## src/rtl/pc_fetch_unit_pkg.sv

```systemverilog
// pc_fetch_unit_pkg: shared state encoding and fetch constants for the PC fetch unit.
package pc_fetch_unit_pkg;
    typedef enum logic [1:0] {RST_HOLD, FETCH, TRAP} state_e;
    localparam int          XLEN_DEF         = 32;
    localparam logic [31:0] RESET_VECTOR_DEF = 32'h0000_0000;
    localparam int          INSTR_BYTES      = 4;
    localparam logic [1:0]  ALIGN_MASK       = 2'(INSTR_BYTES - 1);
endpackage

```

## src/rtl/pc_fetch_unit_next_mux.sv

```systemverilog
// pc_next_mux: next-PC select (redirect / incrementer / hold) with alignment check.
// Misaligned targets trap only when PC_MISALIGN_TRAP_EN is defined; otherwise they are force-aligned.
module pc_next_mux
    import pc_fetch_unit_pkg::*;
#(
    parameter int XLEN = XLEN_DEF
) (
    input  logic [XLEN-1:0] pc_actual_i,
    input  logic [XLEN-1:0] pc_siguiente_i,
    input  logic [XLEN-1:0] redirect_target_i,
    input  logic            redirect_i,
    input  logic            accept_i,
    output logic [XLEN-1:0] pc_d_o,
    output logic            misaligned_o
);
    logic [XLEN-1:0] tgt;
`ifdef PC_MISALIGN_TRAP_EN
    assign misaligned_o = redirect_i && ((redirect_target_i[1:0] & ALIGN_MASK) != 2'b00);
    assign tgt          = redirect_target_i;
`else
    assign misaligned_o = 1'b0;
    assign tgt          = redirect_target_i & ~XLEN'(ALIGN_MASK);
`endif
    assign pc_d_o = misaligned_o ? pc_actual_i :
                    redirect_i   ? tgt :
                    accept_i     ? pc_siguiente_i : pc_actual_i;
endmodule

```

## src/rtl/pc_fetch_unit.sv

```systemverilog
// pc_fetch_unit: PC register, fetch handshake FSM and accepted-fetch counter.
// Optional misaligned-redirect trap enabled by PC_MISALIGN_TRAP_EN.
module pc_fetch_unit
    import pc_fetch_unit_pkg::*;
#(
    parameter int              XLEN         = XLEN_DEF,
    parameter logic [XLEN-1:0] RESET_VECTOR = XLEN'(RESET_VECTOR_DEF)
) (
    input  logic            clk,
    input  logic            rst_n,
    output logic [XLEN-1:0] pc_actual,
    input  logic [XLEN-1:0] pc_siguiente,
    output logic            fetch_valid,
    output logic [XLEN-1:0] fetch_addr,
    input  logic            fetch_ready,
    input  logic            stall,
    input  logic            redirect_valid,
    input  logic [XLEN-1:0] redirect_target,
    output logic [31:0]     fetch_count,
    output logic            trap_valid,
    output logic [XLEN-1:0] trap_addr
);
    state_e          state_q, state_d;
    logic [XLEN-1:0] pc_q, pc_d, trap_addr_q, trap_addr_d;
    logic            fetch_valid_q, fetch_valid_d, trap_valid_q, trap_valid_d;
    logic [31:0]     fetch_count_q;
    logic            accept, redir, misaligned;

    assign accept = fetch_valid_q && fetch_ready;
    assign redir  = redirect_valid && (state_q != RST_HOLD);

    pc_next_mux #(.XLEN(XLEN)) u_next_mux (
        .pc_actual_i      (pc_q),
        .pc_siguiente_i   (pc_siguiente),
        .redirect_target_i(redirect_target),
        .redirect_i       (redir),
        .accept_i         (accept),
        .pc_d_o           (pc_d),
        .misaligned_o     (misaligned)
    );

    always_comb begin
        state_d       = state_q;
        fetch_valid_d = 1'b0;
        trap_valid_d  = 1'b0;
        trap_addr_d   = trap_addr_q;
        if (state_q == RST_HOLD) begin
            state_d = FETCH;
        end else if (misaligned) begin
            state_d      = TRAP;
            trap_valid_d = 1'b1;
            trap_addr_d  = redirect_target;
        end else if (state_q == FETCH || redir) begin
            // A pending request survives stall; only a fresh request is held back.
            state_d       = FETCH;
            fetch_valid_d = (fetch_valid_q && !accept) || !stall;
        end
    end

    always_ff @(posedge clk or negedge rst_n) begin
        if (!rst_n) begin
            state_q       <= RST_HOLD;
            pc_q          <= RESET_VECTOR;
            fetch_valid_q <= 1'b0;
            fetch_count_q <= '0;
            trap_valid_q  <= 1'b0;
            trap_addr_q   <= '0;
        end else begin
            state_q       <= state_d;
            pc_q          <= pc_d;
            fetch_valid_q <= fetch_valid_d;
            fetch_count_q <= fetch_count_q + 32'(accept);
            trap_valid_q  <= trap_valid_d;
            trap_addr_q   <= trap_addr_d;
        end
    end

    assign pc_actual   = pc_q;
    assign fetch_addr  = pc_q;
    assign fetch_valid = fetch_valid_q;
    assign fetch_count = fetch_count_q;
    assign trap_valid  = trap_valid_q;
    assign trap_addr   = trap_addr_q;
endmodule
```

## config.mk

```make
export PLATFORM = sky130hd
export DESIGN_NAME = pc_fetch_unit
export DESIGN_NICKNAME = d
export VERILOG_FILES = /design/src/rtl/pc_fetch_unit_pkg.sv /design/src/rtl/pc_fetch_unit_next_mux.sv /design/src/rtl/pc_fetch_unit.sv
export SDC_FILE = /design/constraint.sdc
export NUM_CORES = 1
export LEC_CHECK = 0
export ABC_AREA = 1
export BUFFER_PORTS_ARGS = -buffer_cell sky130_fd_sc_hd__buf_2
export CORE_ASPECT_RATIO = 0.8
export CORE_MARGIN = 4
export CORE_UTILIZATION = 30
export DETAILED_ROUTE_END_ITERATION = 10
export HOLD_SLACK_MARGIN = 0.12
export RECOVER_POWER = 50
export SETUP_SLACK_MARGIN = 0.05
export SYNTH_ARGS = -nofsm -noshare
export SYNTH_HDL_FRONTEND = slang
export SYNTH_HIERARCHICAL = 1
export SYNTH_SLANG_ARGS = --single-unit
export TNS_END_PERCENT = 20
```

## constraint.sdc

```tcl
create_clock -name clk -period 1.95 [get_ports clk]
set_input_delay 0.0975 -clock clk [delete_from_list [all_inputs] [get_ports clk]]
set_output_delay 0.0975 -clock clk [all_outputs]
set_load 0.05 [all_outputs]
```

==> results.sh, run 1 <==
export IMPL_vias=4778
export IMPL_clock_path_buffers=2
export IMPL_clkSinkCount=100
export IMPL_hpwlAfterDp_um=10900
export IMPL_max_cap_violations=0
export IMPL_slew_headroom_pct=36.0
export IMPL_fp_dieArea_sq_um=19500
export IMPL_io_pins=199
export IMPL_whs_path_depth=5
export IMPL_io_buffer_count=198
export IMPL_ys_ff_latch=100
export IMPL_postRouteAntennaNets=0
export IMPL_track_usage_pct=16.0
export IMPL_cts_root_buffer="clkbuf_16"
export IMPL_htree_num_levels=3
export IMPL_layout_nets=979
export IMPL_wl_per_cell_um=13.6
export IMPL_status="finished, final reports clean"
export IMPL_clk_pin_slew_ns=0.07
export IMPL_arrival_ns=2.07
export IMPL_cp_required_ns=2.24
export IMPL_rsz0062_at_grt="no"
export IMPL_grt_pass1_vias=4757
export IMPL_yosys_top_cells_count="nand2_1, dfrtp_1, inv_1"
export IMPL_synth_top_area_share_pct=48.3
export IMPL_placed_cells=1050
export IMPL_critical_path_class="flop to flop"
export IMPL_powerDensity_nw_per_um2=982
export IMPL_ir_drop_mv=0.561
export IMPL_nFillCells=1749
export IMPL_fin_area_sq_um=7110
export IMPL_r2r_end="fetch_addr[25]$_DFF_PN0_"
export IMPL_finClkSkew_ns=0.00772
export IMPL_async_flop_share_pct=100
export IMPL_hp_class="input port to flop"
export IMPL_clkLatencyLatePin_ns=0.35
export IMPL_synth_nets=746
export IMPL_grt_ovfl_total=0
export IMPL_grt_pass1_wl_um=24800
export IMPL_syn_area_per_cell_sq_um=7.69
export IMPL_dr_first_iter_drc_count=181
export IMPL_synth_most_common_cell="nand2_1"
export IMPL_die_h_um=126
export IMPL_numCtsBuffers=9
export IMPL_synthesis_area_sq_um=5180
export IMPL_min_period_over_period_pct=91.5
export IMPL_tightestPinTransition_ns=0.960
export IMPL_path_max_fanout=23
export IMPL_yosysWarnings=6
export IMPL_hold_end="fetch_count[1]$_DFF_PN0_"
export IMPL_p_leak_nw=4.09
export IMPL_post_route_min_period_ns=1.78
export IMPL_cp_end_kind="flop"
export IMPL_cts_tree="built"
export IMPL_maxSlewViolCount=0
export IMPL_reg2reg_depth=7
export IMPL_layout_drive_gt1_share_pct=24.9
export IMPL_syn2layout_area_growth_pct=37.3
export IMPL_avgViaCountPerCell=4.22
export IMPL_synthTopCellsByArea="dfrtp_1, nand2_1, inv_1, buf_4, nand3_1"
export IMPL_synth_edf_count=0
export IMPL_routed_wirelength_um=15400
export IMPL_multi_input_area_sq_um=2020
export IMPL_finalSetupTns_ns=0
export IMPL_final_util_pct=42.4
export IMPL_grt_max_degree=38
export IMPL_min_from="fetch_ready"
export IMPL_synth_ff_type="dfrtp_1"
export IMPL_rows=42
export IMPL_setup_violations=0
export IMPL_synth_top_cell_by_area="dfrtp_1"
export IMPL_max_clock_freq_ghz=0.561
export IMPL_n_antenna_cell=0
export IMPL_drc_errors=0
export IMPL_yosysUniqueCellTypes=23
export IMPL_reg2reg_slack_ns=0.17
export IMPL_final_seq_area_sq_um=2500
export IMPL_start_util_pct=30.9
export IMPL_synth_cells=674
export IMPL_drtPass1Iterations=4
export IMPL_place_area_sq_um=6210
export IMPL_hold_slack_ns=0.294
export IMPL_r2r_start="state_q[0]$_DFFE_PN0P_"
export IMPL_hold_viol=0
export IMPL_finalNonFillerCells=1132
export IMPL_design_core_area_sq_um=16800
export IMPL_place_congestion=0.830
export IMPL_die_w_um=155
export IMPL_worstSetupStartpointType="flop"
export IMPL_antenna_found_initial=0
export IMPL_ys_seq_area_share_pct=48.3
==> logic make-up (layout without fill, tap and decap cells) <==
logic type / after synthesis / count (layout) / share of synthesized area (%)
XOR/XNOR: 15 / 15 / 2.97
AND/OR/NAND/NOR: 414 / 414 / 34.8
flip-flops: 100 / 100 / 48.3
other: 1 / 1 / 0.0724
adder cells (fa/ha/maj): 3 / 3 / 0.725
buffers and inverters: 138 / 376 / 12.8
AO/OA/AOI/OAI: 3 / 3 / 0.338
==> area by class of cell <==
type,count,area share (%)
timing repair buffer,273,23.7
tap,220,3.87
clock buffer,10,3.22
clock inverter,6,0.897
inverter,87,4.66
multi-input combinational,436,28.4
sequential,100,35.2
==> worst max-delay path: stages, from the launching register on <==
cell and delay [ns]:
dfrtp_1 0.38, nor2_1 0.19, nor2_2 0.06, inv_1 0.07
buf_4 0.29, nand3_1 0.12, nand2_1 0.06, dlygate4sd3_1 0.54
==> what timing repair did <==
action                                  4_1_cts  5_1_grt
endpoints found under the hold margin        68        0
setup buffers                                 0        0
endpoints found under the setup margin        0       10
hold buffers                                 66        0
resized for setup                             0        3
==> metal layers <==
metal	vias up	track usage (%)	wire, um
met3	12	4.18	1060
met5	-	0	0
li1	2431	-	-
met2	141	26.3	7170
met1	2194	21.2	6990
met4	0	3.53	144
==> state kept, by name, summed over array words and instances, names as in the netlist <==
signal,cells
fetch_addr,32
fetch_count,32
trap_addr,32
state_q,2
fetch_valid,1
trap_valid,1
==> worst max-delay path by stage <==
stage	to	startpoint	slack, ns
after floorplan	fetch_count[24]$_DFF_PN0_	fetch_valid$_DFF_PN0_	0.05
after global placement	fetch_count[24]$_DFF_PN0_	fetch_valid$_DFF_PN0_	0.32
after detailed placement	fetch_count[24]$_DFF_PN0_	fetch_valid$_DFF_PN0_	0.28
after CTS	fetch_addr[26]$_DFF_PN0_	fetch_valid$_DFF_PN0_	0.06
after global routing	fetch_addr[21]$_DFF_PN0_	state_q[0]$_DFFE_PN0P_	0.05
final	fetch_addr[25]$_DFF_PN0_	state_q[0]$_DFFE_PN0P_	0.17
==> placed cells by master, fill, tap and decap left out, drive strengths merged <==
| master | netlist | final |
|---|---|---|
| xnor2 | 4 | 4 |
| dfrtp | 100 | 100 |
| nand3b | 8 | 8 |
| clkbuf | 3 | 44 |
| nand3 | 37 | 37 |
| conb | 1 | 1 |
| buf | 48 | 173 |
| dlygate4sd3 | 0 | 66 |
| ha | 3 | 3 |
| bufinv | 0 | 1 |
| clkinv | 0 | 2 |
| xor2 | 11 | 11 |
| a211oi | 1 | 1 |
| nand2 | 318 | 318 |
| clkinvlp | 0 | 2 |
| o21ai | 2 | 2 |
| inv | 87 | 88 |
| nor2 | 51 | 51 |
==> power by group <==
group          switching [mW]  total [mW]  internal (mW)
clock network           0.817        1.81          0.997
registers               0.209        2.56           2.35
logic                    2.01        2.61          0.601
total                    3.04        6.98           3.95
==> stage by stage <==
stage          total power, mW  worst slack, ns
6_report                  6.98            0.166
3_3_place_gp              5.08            0.322
4_1_cts                   7.09           0.0623
5_1_grt                   7.35           0.0514
3_5_place_dp              5.08            0.281
2_1_floorplan             4.58           0.0548
Power figures use the tool's default switching activity.
==> run 2, diff against run 1 <==
- ABC_AREA: 1 -> unset
- clock period: 1.95 -> 1.48 ns (I/O delays scaled with it)
==> results.sh, run 2 <==
export IMPL_layout_drive_gt1_share_pct=46.8
export IMPL_path_max_fanout=4
export IMPL_hold_slack_ns=0.462
export IMPL_cp_num_buf_inv=2
export IMPL_htree_num_levels=3
export IMPL_most_common_layout_cells="buf_2, dfrtp_1, dlygate4sd3_1"
export IMPL_grt_busiest_layer="met2"
export IMPL_arrival_ns=1.81
export IMPL_place_congestion=0.810
export IMPL_die_w_um=147
export IMPL_switching_power_mw=4.33
export IMPL_synth_ff_type="dfrtp_1"
export IMPL_numCtsBuffers=9
export IMPL_cts_root_buffer="clkbuf_16"
export IMPL_synth_edf_count=0
export IMPL_synth_most_common_cell="dfrtp_1"
export IMPL_status="finished, violations left"
export IMPL_io_buffer_count=198
export IMPL_yosysWarnings=6
export IMPL_violations="slew limit, setup timing"
export IMPL_max_clock_freq_ghz=0.633
export IMPL_tightestPinTransition_ns=3.23
export IMPL_cp_required_ns=1.71
export IMPL_cp_end_kind="flop"
export IMPL_fp_dieArea_sq_um=17500
export IMPL_met2_usage_pct=24.5
export IMPL_min_period_over_period_pct=107
export IMPL_syn_area_per_cell_sq_um=12.1
export IMPL_postRouteAntennaNets=0
export IMPL_grt_ovfl_total=0
export IMPL_grt_util_met3_pct=4.83
export IMPL_slowest_delay_ns=0.55
export IMPL_async_flop_share_pct=100
export IMPL_setup_violations=51
export IMPL_io_pins=199
export IMPL_design_core_area_sq_um=15100
export IMPL_globalRouteMet1Util_pct=17.7
export IMPL_syn2layout_area_growth_pct=48.3
export IMPL_yosys_top_cells_count="dfrtp_1, nand2_1, buf_4, mux2i_1, mux2_2"
export IMPL_place_ws_ns=-0.181
export IMPL_rows=40
export IMPL_grt_max_degree=63
export IMPL_hold_viol=0
export IMPL_maxSlewViolCount=34
export IMPL_hp_class="input port to flop"
export IMPL_grt_pass1_vias=3976
export IMPL_clkLatencyLatePin_ns=0.34
export IMPL_yosysUniqueCellTypes=35
export IMPL_critPathTopFamily="simple AND/OR/NAND/NOR gates"
export IMPL_critical_path_class="input port to flop"
export IMPL_track_usage_pct=14.4
export IMPL_routed_wirelength_um=12600
export IMPL_avgViaCountPerCell=4.38
export IMPL_synth_nets=454
export IMPL_crit_chain="buf_2 > dlygate4sd3_1 > and2_4 > ha_4 > ha_4 > nand3_4 > nor4_4 > nand4_1 > xnor2_1"
export IMPL_die_h_um=119
export IMPL_clkSinkCount=100
export IMPL_internal_power_mw=5.57
export IMPL_wl_per_cell_um=14.7
export IMPL_ys_ff_latch=100
export IMPL_post_route_min_period_ns=1.58
export IMPL_synth_cells=382
export IMPL_ir_drop_mv=0.806
export IMPL_max_cap_violations=0
export IMPL_antenna_found_initial=1
export IMPL_clock_path_buffers=2
export IMPL_seqPwrFrac_pct=35.4
export IMPL_clk_pin_slew_ns=0.07
export IMPL_cts_tree="built"
export IMPL_vias=3769
export IMPL_combPwrFrac_pct=40.8
export IMPL_finalPower_mw=9.90
export IMPL_synthTopCellsByArea="dfrtp_1, mux2_2, mux2i_1, buf_4, xnor2_1"
export IMPL_setup_slack_ns=-0.0993
export IMPL_hpwlAfterDp_um=8590
export IMPL_rsz0062_at_grt="yes"
export IMPL_synth_top_cell_by_area="dfrtp_1"
export IMPL_start_util_pct=30.7
export IMPL_finClkSkew_ns=0.00919
export IMPL_dr_first_iter_drc_count=116
export IMPL_final_common_cell="buf_2"
export IMPL_p_sw_share_pct=43.7
export IMPL_worstSetupStartpointType="input port"
export IMPL_p_leak_nw=3.33
export IMPL_slew_headroom_pct=-117
export IMPL_grt_pass1_wl_um=20600
export IMPL_slowest_stage="dlygate4sd3_1"
export IMPL_synth_top_area_share_pct=54.2
export IMPL_path_common_cell="ha_4"
export IMPL_synthesis_area_sq_um=4620
export IMPL_drtPass1Iterations=4
export IMPL_ys_seq_area_share_pct=54.2
export IMPL_pwr_share_clk_pct=23.8
export IMPL_drc_errors=0
export IMPL_powerDensity_nw_per_um2=1440
export IMPL_layout_nets=716
-- run 2: worst paths after layout --
kind,startpoint,to,slack [ns],depth (start not counted)
max,fetch_ready,fetch_count[26]$_DFF_PN0_,-0.1,9
min,stall,fetch_valid$_DFF_PN0_,0.46,3
max reg2reg,fetch_valid$_DFF_PN0_,fetch_count[26]$_DFF_PN0_,-0.09,7
min reg2reg,fetch_count[31]$_DFF_PN0_,fetch_count[31]$_DFF_PN0_,0.47,1
max in group asynchronous,rst_n,fetch_count[24]$_DFF_PN0_,0.24,3
min in group asynchronous,rst_n,trap_addr[15]$_DFFE_PN0P_,0.57,3
-- run 2: kinds of logic (layout without fill, tap and decap cells) --
group / count (synthesis) / in the layout / share of synthesized area, %
AO/OA/AOI/OAI: 36 / 36 / 4.12
XOR/XNOR: 30 / 30 / 5.69
adder cells (fa/ha/maj): 3 / 3 / 0.813
buffers and inverters: 51 / 318 / 8.29
flip-flops: 100 / 100 / 54.2
multiplexers: 65 / 65 / 15.0
other: 1 / 2 / 0.0812
AND/OR/NAND/NOR: 96 / 96 / 11.9
-- run 2: layout make-up --
type | instances | area, sq um
Fill cell | 1395 | 8210
Multi-Input combinational cell | 231 | 1840
Inverter | 3 | 11.3
Antenna cell | 1 | 2.50
Timing Repair Buffer | 299 | 1930
Sequential cell | 100 | 2520
Tap cell | 210 | 263
Clock inverter | 4 | 50.0
Clock buffer | 12 | 246
-- run 2: what timing repair did --
item,4_1_cts,5_1_grt
pin swaps,5,13
hold buffers,67,0
hold endpoints to repair,136,0
endpoints found under the setup margin,56,57
buffers inserted,0,1
gates resized for setup,5,9
-- run 2: worst min-delay path, cell delays in order --
cell and delay (ns):
dlygate4sd3_1 0.52, buf_2 0.10, a211oi_1 0.06
-- run 2: power groups by stage --
stage                     sequential (mW)  clock [mW]  combinational [mW]
final                                3.50        2.35                4.04
after global routing                 3.57        2.59                4.23
after CTS                            3.49        2.47                4.06
after detailed placement             3.54           0                3.91
after global placement               3.51           0                3.87
after floorplan                      5.06           0                1.61
-- run 2: through the flow --
step / TNS, ns / cell area [sq um] / utilization [%] / instances
final: -2.25 / 6850 / 45.5 / 860
after global routing: -5.92 / 6850 / 45.5 / 860
after CTS: -1.81 / 6840 / 45.4 / 858
after detailed placement: -2.07 / 5850 / 38.8 / 775
after global placement: -0.911 / 5850 / 38.8 / 775
after floorplan: -4.39 / 4680 / - / 382
-- run 2: per-layer routing --
layer	routed length [um]	vias to the layer above
met5	0	-
met2	6240	137
met1	5400	1816
met3	805	11
met4	163	0
li1	-	1805
==> run 3, diff against run 2 <==
- ABC_AREA: unset -> 1
==> results.sh, run 3 (synthesis results as in run 1) <==
export IMPL_die_h_um=126
export IMPL_routed_wirelength_um=16200
export IMPL_numCtsBuffers=9
export IMPL_clk_pin_slew_ns=0.07
export IMPL_r2r_end="fetch_count[24]$_DFF_PN0_"
export IMPL_hp_class="input port to flop"
export IMPL_place_congestion=0.887
export IMPL_cp_end_kind="flop"
export IMPL_path_max_fanout=5
export IMPL_violations="setup timing"
export IMPL_status="finished, violations left"
export IMPL_clkSinkCount=100
export IMPL_final_util_pct=43.5
export IMPL_fp_dieArea_sq_um=19500
export IMPL_setup_slack_ns=-0.0217
export IMPL_hold_viol=0
export IMPL_slew_headroom_pct=41.0
export IMPL_design_core_area_sq_um=16800
export IMPL_clkLatencyLatePin_ns=0.35
export IMPL_start_util_pct=30.9
export IMPL_finalSetupTns_ns=-0.0364
export IMPL_r2r_start="fetch_valid$_DFF_PN0_"
export IMPL_most_common_layout_cells="nand2_1, buf_2, dfrtp_1"
export IMPL_min_from="fetch_ready"
export IMPL_arrival_ns=1.75
export IMPL_antenna_found_initial=0
export IMPL_die_w_um=155
export IMPL_syn2layout_area_growth_pct=40.8
export IMPL_crit_chain="nand2_2 > inv_2 > ha_4 > ha_4 > nand2_4 > nor2_8 > nand2_8 > nor2_8 > nand2_1 > nand2_1 > nand2_1"
export IMPL_reg2reg_slack_ns=-0.02
export IMPL_rows=42
export IMPL_grt_pass1_vias=4710
export IMPL_postRouteAntennaNets=0
export IMPL_min_period_over_period_pct=101
export IMPL_cts_root_buffer="clkbuf_16"
export IMPL_cts_tree="built"
export IMPL_grt_max_degree=35
export IMPL_vias=4863
export IMPL_grt_ovfl_total=0
export IMPL_hold_end="fetch_count[0]$_DFF_PN0_"
export IMPL_grt_pass1_wl_um=25600
export IMPL_placed_cells=1058
export IMPL_rsz0062_at_grt="yes"
export IMPL_slowest_delay_ns=0.36
export IMPL_finClkSkew_ns=0.0106
export IMPL_max_cap_violations=0
export IMPL_hpwlAfterDp_um=11600
export IMPL_powerDensity_nw_per_um2=1280
export IMPL_post_route_min_period_ns=1.50
export IMPL_reg2reg_depth=11
export IMPL_whs_path_depth=5
export IMPL_cp_required_ns=1.73
export IMPL_p_leak_nw=4.25
export IMPL_io_buffer_count=198
export IMPL_ir_drop_mv=0.654
export IMPL_clock_path_buffers=2
export IMPL_layout_drive_gt1_share_pct=29.6
export IMPL_critPathTopFamily="simple AND/OR/NAND/NOR gates"
export IMPL_drtPass1Iterations=5
export IMPL_drc_errors=0
export IMPL_n_antenna_cell=0
export IMPL_tightestPinTransition_ns=0.886
export IMPL_cp_num_buf_inv=1
export IMPL_io_pins=199
export IMPL_htree_num_levels=3
export IMPL_maxSlewViolCount=0
export IMPL_worstSetupStartpointType="flop"
export IMPL_path_common_cell="nand2_1"
export IMPL_finalNonFillerCells=1141
export IMPL_track_usage_pct=16.7
export IMPL_final_common_cell="nand2_1"
export IMPL_max_clock_freq_ghz=0.666
export IMPL_dr_first_iter_drc_count=301
export IMPL_critical_path_class="flop to flop"
export IMPL_setup_violations=3
export IMPL_slowest_stage="dfrtp_2"
export IMPL_wl_per_cell_um=14.2
export IMPL_layout_nets=988
export IMPL_avgViaCountPerCell=4.26
-- run 3: routing by layer --
layer	share of wire [%]	GRT usage (%)
met5	0	0
met4	1.8	4.67
met3	6.9	3.59
met2	45	26.2
met1	46	23.4
-- run 3: metrics by stage --
step                instance area, sq um  total power, mW  setup WS, ns  hold WS, ns
finish                              7300             9.35       -0.0217        0.202
global route                        7300             9.80        -0.112        0.236
CTS                                 7320             9.42       -0.0217        0.207
detailed placement                  6330             6.78       -0.0499       0.0759
global placement                    6330             6.76       -0.0146       0.0747
floorplan                           5210             6.06        -0.281       -0.222
-- run 3: cell type report --
cell class / instances / area, sq um
clock buffers: 10 / 239
clock inverters: 6 / 71.3
fillers: 1687 / 9470
inverters: 87 / 327
multi-input cells: 436 / 2070
flip-flops and latches: 100 / 2510
well taps: 220 / 275
repair buffers: 282 / 1810
-- run 3: worst reg2reg max path, delay by kind of cell (launching register included) --
kind                       cells  cell delay, ns
and+or+nand+nor                8            0.68
DFF                            1            0.36
adders and majority gates      2            0.28
buffers and inverters          1            0.08
-- run 3: how the worst max path moves through the flow --
stage	startpoint	to	slack, ns	cells past startpoint
floorplan	fetch_valid$_DFF_PN0_	fetch_count[24]$_DFF_PN0_	-0.28	11
global placement	fetch_valid$_DFF_PN0_	fetch_count[20]$_DFF_PN0_	-0.01	11
detailed placement	fetch_valid$_DFF_PN0_	fetch_count[20]$_DFF_PN0_	-0.05	11
CTS	fetch_valid$_DFF_PN0_	fetch_count[24]$_DFF_PN0_	-0.02	11
global route	fetch_valid$_DFF_PN0_	fetch_count[28]$_DFF_PN0_	-0.11	11
finish	fetch_valid$_DFF_PN0_	fetch_count[24]$_DFF_PN0_	-0.02	11
-- run 3: report_power, final --
group          internal, mW  switching [mW]  leakage (nW)
logic                 0.808            2.67          2.83
clock network          1.37            1.10         0.145
registers              3.10           0.301          1.27
total                  5.27            4.08          4.25
-- run 3: what timing repair did --
action	4_1_cts	5_1_grt
pin swaps	8	6
gates cloned	0	0
endpoints found under the hold margin	135	0
gates resized for setup	3	4
hold buffers	66	0
buffers inserted	1	0
endpoints found under the setup margin	25	54
